$ cat src/rtl/alu_share_arbiter.sv
// Shared ALU arbiter: several requesters take turns on one combinational ALU.
// Grants are round-robin. The ALU result is held in a single output register
// that has valid/ready handshaking, so a new result can be loaded in the same
// cycle the consumer drains the old one.

package rv32i_types_pkg;
    typedef enum logic [3:0] {
        ALU_NONE = 4'd0,
        ALU_ADD  = 4'd1,
        ALU_SUB  = 4'd2,
        ALU_SLL  = 4'd3,
        ALU_SLT  = 4'd4,
        ALU_SLTU = 4'd5,
        ALU_XOR  = 4'd6,
        ALU_SRL  = 4'd7,
        ALU_SRA  = 4'd8,
        ALU_OR   = 4'd9,
        ALU_AND  = 4'd10
    } ALU_op_enum;
endpackage

// Purely combinational ALU. Shift amounts come from the low log2(width) bits
// of B, as in RV32I. ALU_NONE and any unassigned encoding produce zero.
module alu #(
    parameter int DATA_WIDTH = 32
) (
    input  rv32i_types_pkg::ALU_op_enum op_i,
    input  logic [DATA_WIDTH-1:0]       a_i,
    input  logic [DATA_WIDTH-1:0]       b_i,
    output logic [DATA_WIDTH-1:0]       f_o
);
    import rv32i_types_pkg::*;

    localparam int SHW = (DATA_WIDTH > 1) ? $clog2(DATA_WIDTH) : 1;

    logic [SHW-1:0] shamt;
    assign shamt = b_i[SHW-1:0];

    // Decode the operation and compute the result.
    always_comb begin
        f_o = '0;
        case (op_i)
            ALU_ADD:  f_o = a_i + b_i;
            ALU_SUB:  f_o = a_i - b_i;
            ALU_SLL:  f_o = a_i << shamt;
            ALU_SLT:  f_o = DATA_WIDTH'($signed(a_i) < $signed(b_i));
            ALU_SLTU: f_o = DATA_WIDTH'(a_i < b_i);
            ALU_XOR:  f_o = a_i ^ b_i;
            ALU_SRL:  f_o = a_i >> shamt;
            ALU_SRA:  f_o = $signed(a_i) >>> shamt;
            ALU_OR:   f_o = a_i | b_i;
            ALU_AND:  f_o = a_i & b_i;
            default:  f_o = '0;
        endcase
    end
endmodule

// Arbiter top. NUM_REQ is meant to lie in 2..16.
module alu_share_arbiter #(
    parameter int DATA_WIDTH = 32,
    parameter int NUM_REQ    = 4,
    parameter int ID_WIDTH   = $clog2(NUM_REQ)
) (
    input  logic                        clk,
    input  logic                        rst,
    input  logic [NUM_REQ-1:0]          req_valid,
    output logic [NUM_REQ-1:0]          req_ready,
    input  rv32i_types_pkg::ALU_op_enum req_op [NUM_REQ],
    input  logic [DATA_WIDTH-1:0]       req_a  [NUM_REQ],
    input  logic [DATA_WIDTH-1:0]       req_b  [NUM_REQ],
    output logic                        rsp_valid,
    input  logic                        rsp_ready,
    output logic [DATA_WIDTH-1:0]       rsp_data,
    output logic [ID_WIDTH-1:0]         rsp_id,
    output logic [31:0]                 busy_cnt
);
    import rv32i_types_pkg::*;

    // One extra bit so that pointer + offset never overflows before the wrap.
    localparam logic [ID_WIDTH:0] NUM_REQ_W = (ID_WIDTH+1)'(NUM_REQ);

    logic                  rsp_valid_q, rsp_valid_d;
    logic [DATA_WIDTH-1:0] rsp_data_q,  rsp_data_d;
    logic [ID_WIDTH-1:0]   rsp_id_q,    rsp_id_d;
    logic [ID_WIDTH-1:0]   rr_ptr_q,    rr_ptr_d;
    logic [31:0]           busy_cnt_q,  busy_cnt_d;

    logic [NUM_REQ-1:0]    grant;
    logic [ID_WIDTH-1:0]   grant_id;
    logic                  grant_any;
    logic [ID_WIDTH:0]     scan_idx;
    logic [ID_WIDTH:0]     next_ptr_w;
    logic [ID_WIDTH-1:0]   next_ptr;

    logic                  can_accept;
    logic                  accept;

    ALU_op_enum            op_sel;
    logic [DATA_WIDTH-1:0] a_sel;
    logic [DATA_WIDTH-1:0] b_sel;
    logic [DATA_WIDTH-1:0] alu_f;

    // Round-robin search: first valid requester at or after rr_ptr, wrapping.
    always_comb begin
        grant     = '0;
        grant_id  = '0;
        grant_any = 1'b0;
        scan_idx  = '0;
        for (int off = 0; off < NUM_REQ; off++) begin
            scan_idx = {1'b0, rr_ptr_q} + (ID_WIDTH+1)'(off);
            if (scan_idx >= NUM_REQ_W) begin
                scan_idx = scan_idx - NUM_REQ_W;
            end
            if (!grant_any && req_valid[scan_idx[ID_WIDTH-1:0]]) begin
                grant_any                       = 1'b1;
                grant_id                        = scan_idx[ID_WIDTH-1:0];
                grant[scan_idx[ID_WIDTH-1:0]]   = 1'b1;
            end
        end
    end

    // The pointer moves to the slot just past the requester being served.
    always_comb begin
        next_ptr_w = {1'b0, grant_id} + (ID_WIDTH+1)'(1);
        if (next_ptr_w >= NUM_REQ_W) begin
            next_ptr_w = '0;
        end
        next_ptr = next_ptr_w[ID_WIDTH-1:0];
    end

    // Output register is free when empty or being drained this cycle.
    // Reset masks every ready so nothing is accepted during the reset cycle.
    assign can_accept = !rsp_valid_q || rsp_ready;
    assign req_ready  = grant & {NUM_REQ{can_accept && !rst}};
    assign accept     = grant_any && can_accept && !rst;

    // One-hot operand mux; non-granted requesters cannot reach the ALU.
    always_comb begin
        op_sel = ALU_NONE;
        a_sel  = '0;
        b_sel  = '0;
        for (int i = 0; i < NUM_REQ; i++) begin
            if (grant[i]) begin
                op_sel = req_op[i];
                a_sel  = req_a[i];
                b_sel  = req_b[i];
            end
        end
    end

    alu #(
        .DATA_WIDTH (DATA_WIDTH)
    ) u_alu (
        .op_i (op_sel),
        .a_i  (a_sel),
        .b_i  (b_sel),
        .f_o  (alu_f)
    );

    // Next-state for the result register, pointer and activity counter.
    // Data and id keep their last value when the register drains.
    always_comb begin
        rsp_valid_d = rsp_valid_q;
        rsp_data_d  = rsp_data_q;
        rsp_id_d    = rsp_id_q;
        rr_ptr_d    = rr_ptr_q;
        busy_cnt_d  = busy_cnt_q;
        if (accept) begin
            rsp_valid_d = 1'b1;
            rsp_data_d  = alu_f;
            rsp_id_d    = grant_id;
            rr_ptr_d    = next_ptr;
            busy_cnt_d  = busy_cnt_q + 32'd1;
        end else if (rsp_valid_q && rsp_ready) begin
            rsp_valid_d = 1'b0;
        end
    end

    // State registers with synchronous reset.
    always_ff @(posedge clk) begin
        if (rst) begin
            rsp_valid_q <= 1'b0;
            rsp_data_q  <= '0;
            rsp_id_q    <= '0;
            rr_ptr_q    <= '0;
            busy_cnt_q  <= '0;
        end else begin
            rsp_valid_q <= rsp_valid_d;
            rsp_data_q  <= rsp_data_d;
            rsp_id_q    <= rsp_id_d;
            rr_ptr_q    <= rr_ptr_d;
            busy_cnt_q  <= busy_cnt_d;
        end
    end

    assign rsp_valid = rsp_valid_q;
    assign rsp_data  = rsp_data_q;
    assign rsp_id    = rsp_id_q;
    assign busy_cnt  = busy_cnt_q;
endmodule

$ cat config.mk
export PLATFORM = sky130hd
export DESIGN_NAME = alu_share_arbiter
export DESIGN_NICKNAME = d
export VERILOG_FILES = /design/src/rtl/alu_share_arbiter.sv
export SDC_FILE = /design/constraint.sdc
export NUM_CORES = 1
export LEC_CHECK = 0
export CAP_MARGIN = 10
export CORE_ASPECT_RATIO = 1.1
export CORE_MARGIN = 2
export CORE_UTILIZATION = 50
export CTS_BUF_LIST = sky130_fd_sc_hd__clkbuf_4
export CTS_CLUSTER_DIAMETER = 80
export DETAILED_ROUTE_END_ITERATION = 7
export GPL_TIMING_DRIVEN = 0
export PLACE_DENSITY = 0.81
export REMOVE_ABC_BUFFERS = 1
export SLEW_MARGIN = 15
export SYNTH_ARGS = -nofsm -noshare
export SYNTH_HDL_FRONTEND = slang
export SYNTH_SLANG_ARGS = --single-unit
$ cat constraint.sdc
create_clock -name clk -period 23 [get_ports clk]
set_input_delay 6.9 -clock clk [delete_from_list [all_inputs] [get_ports clk]]
set_output_delay 6.9 -clock clk [all_outputs]
set_load 0.05 [all_outputs]
* Word-level counts from Yosys, hierarchy flattened *
Cells that the tools add are included.

operators by class
  bitwise operators = 7
  magnitude comparators = 15
  equality and inequality tests = 10
  muxes and demuxes = 48
  reduce and logical (&&, ||, !) cells = 18
  shift operators = 3
  add/sub/neg operators = 11

operators with widths
  operator               number
  $pmux 32 s10           1
  $mux 32                8
  $lt 32x32->1           2
  $add 32x1->32 const B  1
  $add 32x32->32         1
  $and 32x32->32         1
  $mux 4                 8
  $or 32x32->32          1
  $shl 32x5->32          1
  $shr 32x5->32          1
  $sshr 32x5->32         1
  $sub 32x32->32         1
  $xor 32x32->32         1
  $mux 2                 9
  $eq 4x3->1 const B     4
  $mux 1                 14
  $eq 4x4->1 const B     3
  $ge 3x3->1 const B     4
  $lt 2x3->1 const B     4
  $or 4x4->4             3
  $logic_and 1x1->1      11
  $bmux 1 s2             4
  $demux 1 s2            4
  $eq 4x2->1 const B     2
  other kinds (10)       22

word-level totals
  output and inout bits = 71
  input bits = 279
  flip-flop bits (word level) = 69
  logic and storage cells = 117

* Depth between registers and ports, before layout *
  depth after elaboration = 20
  depth in mapped cells = 32
  depth with buffers taken out = 25

* Hierarchy *
A second synthesis with hierarchy kept.

unflattened totals
  cells, all modules = 2061
  area, all modules = 13940.9 µm²

by module, submodules not included
  module             cells an instance  area an instance (µm²)  times used
  alu                1255               8145.3                  1
  alu_share_arbiter  806                5795.6                  1

* Worst setup path after synthesis *
No wires, ideal clock.

  path type = input to output
  start = input port req_valid[1]
  end = output port req_ready[2]
  cell stages on the path = 11
  arrival = 9457 ps
  buffers on the path = 5
  setup slack = 6643 ps
  path through = buf_2 > nand2_1 > or4_1 > a21o_1 > a21boi_1 > nor2_1 > buf_2 > clkbuf_1 > clkbuf_1 > buf_1 > nor2_1

between the ends
  word-level cells in the longest chain between the ends = 13
  elaborated cells between the ends (all ways) = 25
  those cells by class = mux (15); bitwise (4); reduce/logical (6)

ends and longest elaborated chain
  item                          RTL line  RTL
  from (decl)                   66        input logic [NUM_REQ-1:0] req_valid,
  $bmux 1 s2                    114       if (!grant_any && req_valid[scan_idx[ID_WIDTH-1:0]]) begin
  $mux 1 (implied by the code)  114
  $mux 1                        114
  $logic_not 1->1               114
  $logic_and 1x1->1             114
  $mux 1                        114
  $logic_not 1->1               114
  $logic_and 1x1->1             114
  $mux 1                        114
  $logic_not 1->1               114
  $logic_and 1x1->1             114
  $mux 4 *                      114
  $and 4x4->4 *                 134       assign req_ready = grant & {NUM_REQ{can_accept && !rst}};
  to (decl)                     67        output logic [NUM_REQ-1:0] req_ready,

Mark *: on every way between the ends. The rest lies on a longest branch, timed or not. The select of a mux whose other input is x is not followed.

* Worst setup path after layout *
  start = input port req_valid[2]
  end = output port req_ready[3]

Same word-level chain as after synthesis.

==> qor.yml <==
yosys:
  syn_inst: 1952
  synth_area_per_cell_sq_um: 7.07
  syn-cell-area_sq_mm: 0.0138
  synth_edf_count: 0
  ys_ff_latch: 69
  synthArstFlopShare: 0
  ys.flop_type: "dfxtp_1"
  ys_seq_area_frac: 0.100
  synth_cell_types: 95
  synth_warnings: 0
global_routing:
  use_met1: 0.545
  grt_max_degree: 63
  groute.layer.met3.usage: 0.0974
  grt_overflow: 0
  grt.total_usage: 0.448
  grt_pass1_vias: 16905
  use_met2: 0.719
  grt_pass1_wl_um: 100000
  top_usage_layer: "met2"
  antenna_found_initial: 2
die:
  start_util: 0.510
  die_h_um: 178
  die_area_sq_mm: 0.0289
  row_count: 63
  io_pins: 350
  coreArea_sq_mm: 0.0270
  die_w_um: 162
clock_tree:
  cts_hold_repair.buffers: 0
  clk_path_buf_depth: 2
  h-tree-depth: 3
  clk_pin_slew_ps: 150
  cts-resized-gates: 0
  cts_buffers: 9
  cts_tree: "built"
  worstSkewPairLatency_ps: 520
  cts_setup_buffers: 0
  cts_num_sinks: 69
  clockRootBuffer: "clkbuf_4"
routing:
  via_per_inst: 7.01
  drtIter0Drc: 2108
  wl_per_cell_um: 26.5
  wirelength_um: 67800
  routed-via-count: 17894
  postRouteAntennaNets: 0
  firstDrtPassIters: 7
  post-route-drc-count: 0
setup_path:
  worst-r2r-setup-slack_ps: 13210
  cp.arrival_ps: 10260
  cp_max_fo: 62
  cp.required_ps: 16100
  rr_worst_depth: 27
  reg2reg_to: "rsp_data[0]"
  path_class: "input port to primary output"
  startpoint_type: "input port"
  critPathLaunch: "req_valid[2]"
  cp-end-kind: "primary output"
placement:
  routabilityCongestion: 1.06
  io_buffers: 349
  place_hpwl_um: 53000
hold_path:
  hp-class: "flop to flop"
  holdPathEnd: "rsp_id[1]"
  hold_depth: 2
  hold_start: "rsp_id[1]"
layout:
  fin_nets: 2577
  final_cell_mix: "clkdlybuf4s50_1, nand2_1, nor2_1"
  syn2layout_area_growth_pct: 27.9
  layout_commonest_cell: "clkdlybuf4s50_1"
  drive_above_1_share: 0.0751
sta:
  fin_crit_ps: 17160
  hold_violations: 0
  fin_crit_sh: 0.746
  max_freq_ghz: 0.0583
  worst_pin_slew_ps: 1320
  final-max-slew-violation-count: 0
  grt_setup_unrepaired: "false"
  max-slew-margin-rel: 0.115
  finClkSkew_ps: 49.9
  setup_viol_count_final: 0
  setup_tns_ps: 0
job:
  max_cap_violations: 0
run_status:
  status: "complete, no violations"
stage by stage:
step / area, sq um / hold slack (ps) / setup slack (ps) / instances / util
6_report: 17600 / 496 / 5840 / 2554 / 0.653
5_1_grt: 17600 / 507 / 5620 / 2554 / 0.653
4_1_cts: 17600 / 485 / 5820 / 2553 / 0.652
3_5_place_dp: 17500 / 457 / 5820 / 2537 / 0.647
3_3_place_gp: 17000 / 454 / 3600 / 2505 / 0.629
2_1_floorplan: 13100 / 588 / 5840 / 1799 / -
flip-flops by register name (all words and copies together), names as in the netlist, named ones only:
signal / count
rsp_valid: 1
busy_cnt: 32
rsp_data: 32
rsp_id: 2
rr_ptr_q: 1
cells in the mapped netlist, types with 20 or more instances:
master | number | area [sq um]
ha_1 | 105 | 1310
clkbuf_1 | 81 | 304
a221oi_1 | 59 | 517
nor2_1 | 186 | 698
nor3_1 | 63 | 315
o221a_2 | 22 | 248
o211ai_1 | 24 | 180
mux2i_1 | 143 | 1430
a21o_1 | 45 | 338
a31oi_1 | 20 | 125
mux2_2 | 32 | 360
o22ai_1 | 44 | 275
o2111ai_1 | 29 | 254
nand2_1 | 199 | 747
nand3_1 | 37 | 185
inv_1 | 114 | 428
xor2_1 | 21 | 184
o21ai_0 | 109 | 546
a21oi_1 | 126 | 631
dfxtp_1 | 69 | 1380
buf_2 | 43 | 215
a211oi_1 | 28 | 210
worst max path at each step:
stage / to / slack (ps) / depth (start not counted)
after global routing: req_ready[3] / 5620 / 8
after global placement: req_ready[2] / 3600 / 8
after CTS: req_ready[3] / 5820 / 8
final: req_ready[3] / 5840 / 8
after floorplan: req_ready[2] / 5840 / 6
after detailed placement: req_ready[3] / 5820 / 8
critical path, cell delays in order:
cell             delay, ps
clkdlybuf4s50_1        630
mux4_2                 690
nand2_1                110
o21ai_1                 60
mux2i_1                330
and2_4                 660
nor2_1                 110
clkdlybuf4s50_1        730
cells by family after synthesis:
family / synth area share
buffers and inverters: 0.0845
adder cells (fa/ha/maj): 0.0981
AND/OR/NAND/NOR: 0.196
flip-flops: 0.100
AO/OA/AOI/OAI: 0.359
XOR/XNOR: 0.0254
multiplexers: 0.137
layer usage:
layer	vias to the layer above	share of wire
met2	1329	0.44
li1	7797	-
met1	8448	0.38
met3	316	0.11
met5	-	0.00097
met4	4	0.071
final cells by class:
class                      instances  area [sq um]
antenna                            1          2.50
clock buffer                       9          67.6
clock inverter                     7          80.1
fill                            2400          9400
inverter                         119           447
multi-input combinational       1611         11300
sequential                        69          1380
tap                              357           447
timing repair buffer             381          3920
Power is not shown: default switching activity piles up to over one toggle a cycle in this logic, so the estimate is an artifact.
